--- config.mk ---
export PLATFORM = sky130hd
export DESIGN_NAME = uart_tx_fifo
export DESIGN_NICKNAME = d
export VERILOG_FILES = /design/src/rtl/uart_tx_fifo.sv
export SDC_FILE = /design/constraint.sdc
export NUM_CORES = 1
export LEC_CHECK = 0
export BUFFER_PORTS_ARGS = -buffer_cell sky130_fd_sc_hd__buf_2
export CORE_UTILIZATION = 45
export DETAILED_ROUTE_END_ITERATION = 16
export GPL_ROUTABILITY_DRIVEN = 0
export MAX_ROUTING_LAYER = met4
export PLACE_DENSITY_LB_ADDON = 0.08
export RECOVER_POWER = 25
export SLEW_MARGIN = 40
export SYNTH_ARGS = -nofsm -noshare
export SYNTH_HDL_FRONTEND = slang
export SYNTH_SLANG_ARGS = --single-unit
--- constraint.sdc ---
create_clock -name clk -period 2.4 [get_ports clk]
set_input_delay 0.24 -clock clk [delete_from_list [all_inputs] [get_ports clk]]
set_output_delay 0.24 -clock clk [all_outputs]
set_load 0.1 [all_outputs]
--- src/rtl/uart_tx_fifo.sv ---
// Parametrised UART transmitter with an input FIFO and a valid/ready handshake.
// Frames are start, DATA_BITS LSB-first, optional parity, STOP_BITS stop bits.
module uart_tx_fifo #(
  parameter int W5Frequency = 6_250_000,
  parameter int baudRate    = 230400,
  parameter int DATA_BITS   = 8,
  parameter int PARITY_MODE = 0,
  parameter int STOP_BITS   = 1,
  parameter int FIFO_DEPTH  = 4
) (
  input  logic                               clk,
  input  logic                               reset,
  output logic                               TxD,
  input  logic                               tx_valid,
  input  logic [DATA_BITS-1:0]               tx_data,
  output logic                               tx_ready,
  output logic                               isBusy,
  output logic [$clog2(FIFO_DEPTH+1)-1:0]    fifo_count
);

  localparam int BIT_TICKS  = W5Frequency / baudRate;
  localparam int STOP_TICKS = STOP_BITS * BIT_TICKS;
  localparam int TICK_W     = (STOP_TICKS > 1) ? $clog2(STOP_TICKS) : 1;
  localparam int BIT_W      = $clog2(DATA_BITS);
  localparam int PTR_W      = $clog2(FIFO_DEPTH);
  localparam int CNT_W      = $clog2(FIFO_DEPTH + 1);

  generate
    if (DATA_BITS < 5 || DATA_BITS > 9) begin : g_bad_data_bits
      $error("uart_tx_fifo: DATA_BITS must be 5..9");
    end
    if (PARITY_MODE < 0 || PARITY_MODE > 2) begin : g_bad_parity
      $error("uart_tx_fifo: PARITY_MODE must be 0, 1 or 2");
    end
    if (STOP_BITS < 1 || STOP_BITS > 2) begin : g_bad_stop_bits
      $error("uart_tx_fifo: STOP_BITS must be 1 or 2");
    end
    if (FIFO_DEPTH < 2 || (FIFO_DEPTH & (FIFO_DEPTH - 1)) != 0) begin : g_bad_depth
      $error("uart_tx_fifo: FIFO_DEPTH must be a power of two, at least 2");
    end
    if (BIT_TICKS < 1) begin : g_bad_baud
      $error("uart_tx_fifo: W5Frequency must be at least baudRate");
    end
  endgenerate

  typedef enum logic [2:0] {IDLE, START, DATA, PARITY, STOP} state_t;

  // ---------------- input FIFO ----------------
  logic [DATA_BITS-1:0] mem [FIFO_DEPTH];
  logic [PTR_W-1:0]     wr_ptr, rd_ptr;
  logic [CNT_W-1:0]     count;
  logic                 push, pop;

  assign tx_ready   = (count != CNT_W'(FIFO_DEPTH));
  assign push       = tx_valid && tx_ready;
  assign fifo_count = count;

  // NOTE: the storage array has no reset; count alone decides which entries are valid.
  always_ff @(posedge clk) begin
    if (push) mem[wr_ptr] <= tx_data;
  end

  // NOTE: sequential state uses non-blocking assignments so every register samples pre-edge values.
  always_ff @(posedge clk) begin
    if (reset) begin
      wr_ptr <= '0;
      rd_ptr <= '0;
      count  <= '0;
    end else begin
      if (push) wr_ptr <= wr_ptr + PTR_W'(1);
      if (pop)  rd_ptr <= rd_ptr + PTR_W'(1);
      case ({push, pop})
        2'b10:   count <= count + CNT_W'(1);
        2'b01:   count <= count - CNT_W'(1);
        default: count <= count;
      endcase
    end
  end

  // ---------------- frame sequencer ----------------
  state_t               state, state_d;
  logic [TICK_W-1:0]    tick, tick_d;
  logic [BIT_W-1:0]     bit_idx, bit_idx_d;
  logic [DATA_BITS-1:0] shreg, shreg_d;
  logic                 par, par_d;
  logic                 txd_q, txd_d;
  logic                 load;
  logic [DATA_BITS-1:0] head;
  logic                 head_par;
  logic                 bit_done, stop_done;

  assign head      = mem[rd_ptr];
  assign head_par  = (PARITY_MODE == 2) ? ~(^head) : ^head;
  assign bit_done  = (tick == TICK_W'(BIT_TICKS - 1));
  assign stop_done = (tick == TICK_W'(STOP_TICKS - 1));

  // NOTE: every output of this block is given a default first, so no latch can be inferred.
  always_comb begin
    state_d   = state;
    tick_d    = tick + TICK_W'(1);
    bit_idx_d = bit_idx;
    shreg_d   = shreg;
    par_d     = par;
    txd_d     = txd_q;
    load      = 1'b0;
    case (state)
      IDLE: begin
        tick_d = '0;
        txd_d  = 1'b1;
        load   = (count != '0);
      end
      START: begin
        if (bit_done) begin
          tick_d    = '0;
          bit_idx_d = '0;
          state_d   = DATA;
          txd_d     = shreg[0];
        end
      end
      DATA: begin
        if (bit_done) begin
          tick_d  = '0;
          shreg_d = shreg >> 1;
          if (bit_idx == BIT_W'(DATA_BITS - 1)) begin
            bit_idx_d = '0;
            if (PARITY_MODE != 0) begin
              state_d = PARITY;
              txd_d   = par;
            end else begin
              state_d = STOP;
              txd_d   = 1'b1;
            end
          end else begin
            bit_idx_d = bit_idx + BIT_W'(1);
            txd_d     = shreg[1];
          end
        end
      end
      PARITY: begin
        if (bit_done) begin
          tick_d  = '0;
          state_d = STOP;
          txd_d   = 1'b1;
        end
      end
      STOP: begin
        if (stop_done) begin
          tick_d = '0;
          if (count != '0) begin
            load = 1'b1;
          end else begin
            state_d = IDLE;
            txd_d   = 1'b1;
          end
        end
      end
      default: begin
        state_d = IDLE;
        txd_d   = 1'b1;
      end
    endcase
    // Popping the head starts the next frame on this same edge, which gives back-to-back frames.
    if (load) begin
      shreg_d   = head;
      par_d     = head_par;
      bit_idx_d = '0;
      tick_d    = '0;
      state_d   = START;
      txd_d     = 1'b0;
    end
  end

  assign pop = load;

  always_ff @(posedge clk) begin
    if (reset) begin
      state   <= IDLE;
      tick    <= '0;
      bit_idx <= '0;
      shreg   <= '0;
      par     <= 1'b0;
      txd_q   <= 1'b1;
    end else begin
      state   <= state_d;
      tick    <= tick_d;
      bit_idx <= bit_idx_d;
      shreg   <= shreg_d;
      par     <= par_d;
      txd_q   <= txd_d;
    end
  end

  assign TxD    = txd_q;
  assign isBusy = (state != IDLE) || (count != '0);

endmodule
==> results.md <==
Power and ir drop:
- The share of total power dissipated in sequential elements is 0.388.
- Of the total power, the share spent switching nets is 0.365.
- The static leakage is roughly 1.0 nW.
- The combinational fraction of design power is 0.344.
- Cell internal power was estimated by the tool at 0.00232 W.
- For this design the ratio of total power to cell area is 1250 nW/µm².
- The power spent charging and discharging nets is 0.00134 W.
- After layout, the design draws a total of about 0.0037 W.
- Of the total power, the clock network draws 0.267.
- IR analysis of the VDD net gives a maximum drop of just over 900 µV.

Die:
- The total I/O pin count is 17.
- The die is slightly below 80 µm wide.
- The die is 77.1 µm tall.
- In this run the core area contains 26 standard-cell rows.
- The starting utilization of the core area is 0.482.
- The die area is 5950 µm².
- In this run the standard cell core region covers 5270 µm².

Timing:
- The smallest setup slack after layout is 0.168 ns.
- The hold violation count in the final report came to 0.
- The actual transition at the worst max-transition pin is 0.611 ns.
- The final setup violation count is 0.
- The minimum period implied by the final worst setup slack is 2.23 ns.
- The post-route worst hold slack is approximately 0.13 ns.
- Setup repair after global routing left no endpoint under its margin.
- Of the available clock period, the critical path in the final layout requires 0.930.
- The tightest slew margin relative to the limit is 0.590.
- The clock skew is about 0.0094 ns.
- For this run, the top clock speed supported by timing is 448 MHz.
- The number of pins exceeding their max-slew limit in the final report is 0.

Detailed routing:
- After detailed routing, the number of vias per cell comes to 5.34.
- After detailed routing, the total wire length is 4570 µm.
- The antenna violation net count after detailed routing is 0.
- The total DRC errors in the routed layout is 0.
- In this run, the number of DRC markers left after iteration 0 of detailed routing was 71.
- Dividing the detail-routed wire length by the instance count gives 15.3 µm.
- The first-pass detailed-route iteration total is 4.
- The number of vias in the routed layout is 1592.

Logic synthesis:
- The area share of fa/ha/maj cells after synthesis is 0.0522.
- The most frequently used flop master after synthesis is sky130_fd_sc_hd__edfxtp_1.
- The sequential cell area fraction in the yosys report is 0.607.
- The compound-cell area share of the yosys netlist is 0.0739.
- After synthesis the cells add up to 2540 µm².
- Of the total synthesized cell area, the portion taken by XOR and XNOR cells is 0.0276.
- After technology mapping, the gate count stands at 200.
- The number of enable flip-flop cells after synthesis is 32.
- The main combinational cell family by area after synthesis is simple AND/OR/NAND/NOR gates.
- The fraction of synthesis flops using an asynchronous set or reset pin is 0.
- Of the total synthesized cell area, the portion taken by AND, OR, NAND and NOR gates is 0.133.
- Synthesis produced a netlist with a net count of 221.
- The synthesized netlist contains 38 unique library cells.
- The number of register bits inferred by synthesis is 61.
- The average instance in the mapped netlist occupies about 13 µm².
- The number of warning messages in the yosys log is 0.
- Of the post-synthesis cell area, the part taken by muxes is 0.0709.

Flow run:
- The tool flagged a number of max-cap violations equal to 0.

Layout:
- The most common cell after layout, fill and taps aside is sky130_fd_sc_hd__edfxtp_1.
- The number of non-filler instances in the completed layout is 298.
- The repair_antennas step left the layout with diodes totalling 0.
- The fraction of final layout cells with drive strength greater than 1 is 0.228.
- Leaving out fill and tap cells, the most frequent cells in the layout are sky130_fd_sc_hd__edfxtp_1, sky130_fd_sc_hd__dfxtp_1, sky130_fd_sc_hd__nor2_1.
- The area growth from synthesis to layout is 15.5%.
- At the end of the flow, the number of nets in the layout was 244.

Status:
- The flow ran to the end, and the final reports show no timing, DRC or antenna violations.

Clock tree:
- The TritonCTS buffer count is 9.
- Counting along the longest clock path gives a buffer depth of 2.
- The number of H-tree levels is 3.
- In this run, post-CTS hold repair placed 0 buffers.
- For this design, the sink count on the clock tree is between 60 and 70.
- The TritonCTS clock tree is yes.
- In this run, post-CTS repair resized a total of 0 instances.
- Clock latency on the worst-skew pair, taken at its later pin, is 0.33 ns.
- The CTS clock-pin slew for the worst setup and hold paths is 0.07 ns.
- Once the clock tree was built, the setup fixing pass inserted 0 buffers.
- The tree is rooted in a sky130_fd_sc_hd__clkbuf_8.

Worst hold path:
- The tightest min-delay check is of the input port to flip-flop type.

Worst setup path:
- The cell with the most instances on the worst path is sky130_fd_sc_hd__inv_1.
- The worst setup path is launched from a flip-flop.
- The cell class contributing the biggest share of worst-path delay is adder cells.
- The critical path contains buffers and inverters numbering 3 combined.
- The worst setup path is captured at a flip-flop.
- In this design, the stage delay of the slowest critical-path cell is 0.34 ns.
- The arrival time of data at the critical path endpoint is 2.48 ns.
- The classification of the worst setup path is flip-flop to flip-flop.
- In this run the worst path has a maximum fanout of 4.
- The critical path goes through inv_1, ha_1, nand4b_1, a211o_1, clkinv_2, ha_4, inv_1, fa_2, xor2_1, or3_1, a21oi_1.
- The slowest stage of the critical path is the sky130_fd_sc_hd__dfxtp_1 cell.
- Data on the critical path is required at its endpoint by 2.65 ns.

Global routing:
- The first global-routing pass estimated ~7900 µm of wire.
- For this run, the total global-route usage over all layers was measured as 0.183.
- The number of antenna violations at the first check in global routing is 0.
- The via count of the first global-routing pass is roughly 1.7k.
- The global-route congestion overflow total is 0.
- Entering global routing, the biggest net connects 22 pins.

Placement:
- The number of cells in the design after placement is 282.
- The post-DP HPWL is 3220 µm.
- The count of buffers inserted at the top-level ports is 16.
- The pre-CTS setup slack is 0.166 ns.
==> stage by stage <==
step	utilization	area (µm²)	TNS [ns]
final	0.557	2930	0
after global routing	0.557	2930	0
after CTS	0.558	2940	0
after detailed placement	0.517	2730	0
after global placement	0.517	2730	0
after floorplan	-	2570	-0.104
==> worst paths after layout <==
kind | from | end | slack (ns) | depth (start not counted)
setup / recovery | tick[0] | fifo_count[2] | 0.17 | 11
hold / removal | tx_data[7] | mem[2][7] | 0.13 | 1
setup reg to reg | tick[0] | fifo_count[2] | 0.17 | 11
hold reg to reg | TxD | TxD | 0.46 | 2
==> layout make-up <==
type                    count  area, µm²
flip-flops and latches     61       1550
multi-input cells         120        927
well taps                  70       87.6
repair buffers             22        118
inverters                   9       37.5
clock inverters             6       88.8
fillers                   479       2340
clock buffers              10        128
==> sequential cells by signal (all words and copies together) (netlist names), named ones only <==
name        flops
wr_ptr          2
TxD             1
fifo_count      3
state           3
tick            5
mem            32
shreg           8
bit_idx         3
rd_ptr          2
==> metal layers <==
| layer | vias up | wire [µm] | GRT usage |
|---|---|---|---|
| li1 | 772 | - | - |
| met1 | 779 | 2110 | 0.222 |
| met2 | 32 | 2250 | 0.285 |
| met3 | 9 | 114 | 0.0345 |
| met4 | 0 | 95 | 0.102 |
| met5 | - | 0 | - |
==> Yosys cell counts (2+ instances only) <==
cell type	n	area, µm²
sky130_fd_sc_hd__a21oi_1	15	75.1
sky130_fd_sc_hd__a22oi_1	7	52.6
sky130_fd_sc_hd__and3_1	4	25.0
sky130_fd_sc_hd__buf_1	2	7.51
sky130_fd_sc_hd__buf_2	2	10.0
sky130_fd_sc_hd__buf_6	2	22.5
sky130_fd_sc_hd__clkbuf_1	3	11.3
sky130_fd_sc_hd__dfxtp_1	29	581
sky130_fd_sc_hd__edfxtp_1	32	961
sky130_fd_sc_hd__ha_1	9	113
sky130_fd_sc_hd__inv_1	8	30.0
sky130_fd_sc_hd__mux4_2	8	180
sky130_fd_sc_hd__nand2_1	6	22.5
sky130_fd_sc_hd__nand2b_1	2	12.5
sky130_fd_sc_hd__nand3_1	7	35.0
sky130_fd_sc_hd__nor2_1	24	90.1
sky130_fd_sc_hd__nor3_1	5	25.0
sky130_fd_sc_hd__nor4_2	3	37.5
sky130_fd_sc_hd__o21ai_0	4	20.0
sky130_fd_sc_hd__or3_1	4	25.0
sky130_fd_sc_hd__xnor2_1	4	35.0
sky130_fd_sc_hd__xor2_1	4	35.0
==> cell families (layout without fill, tap and decap cells) <==
logic type	count (synthesis)	in the layout
XOR/XNOR	8	8
multiplexers	8	8
adder cells (fa/ha/maj)	10	10
AND/OR/NAND/NOR	63	63
buffers and inverters	19	47
flip-flops	61	61
AO/OA/AOI/OAI	31	31
==> power by group through the flow <==
stage                     Clock [W]  Combinational (W)  Sequential [W]
after floorplan                   0           0.000867         0.00157
after global placement            0            0.00121         0.00143
after detailed placement          0            0.00127         0.00145
after CTS                   0.00100            0.00128         0.00143
after global routing        0.00105            0.00137         0.00145
final                      0.000979            0.00126         0.00142
Power figures use the tool's default switching activity.
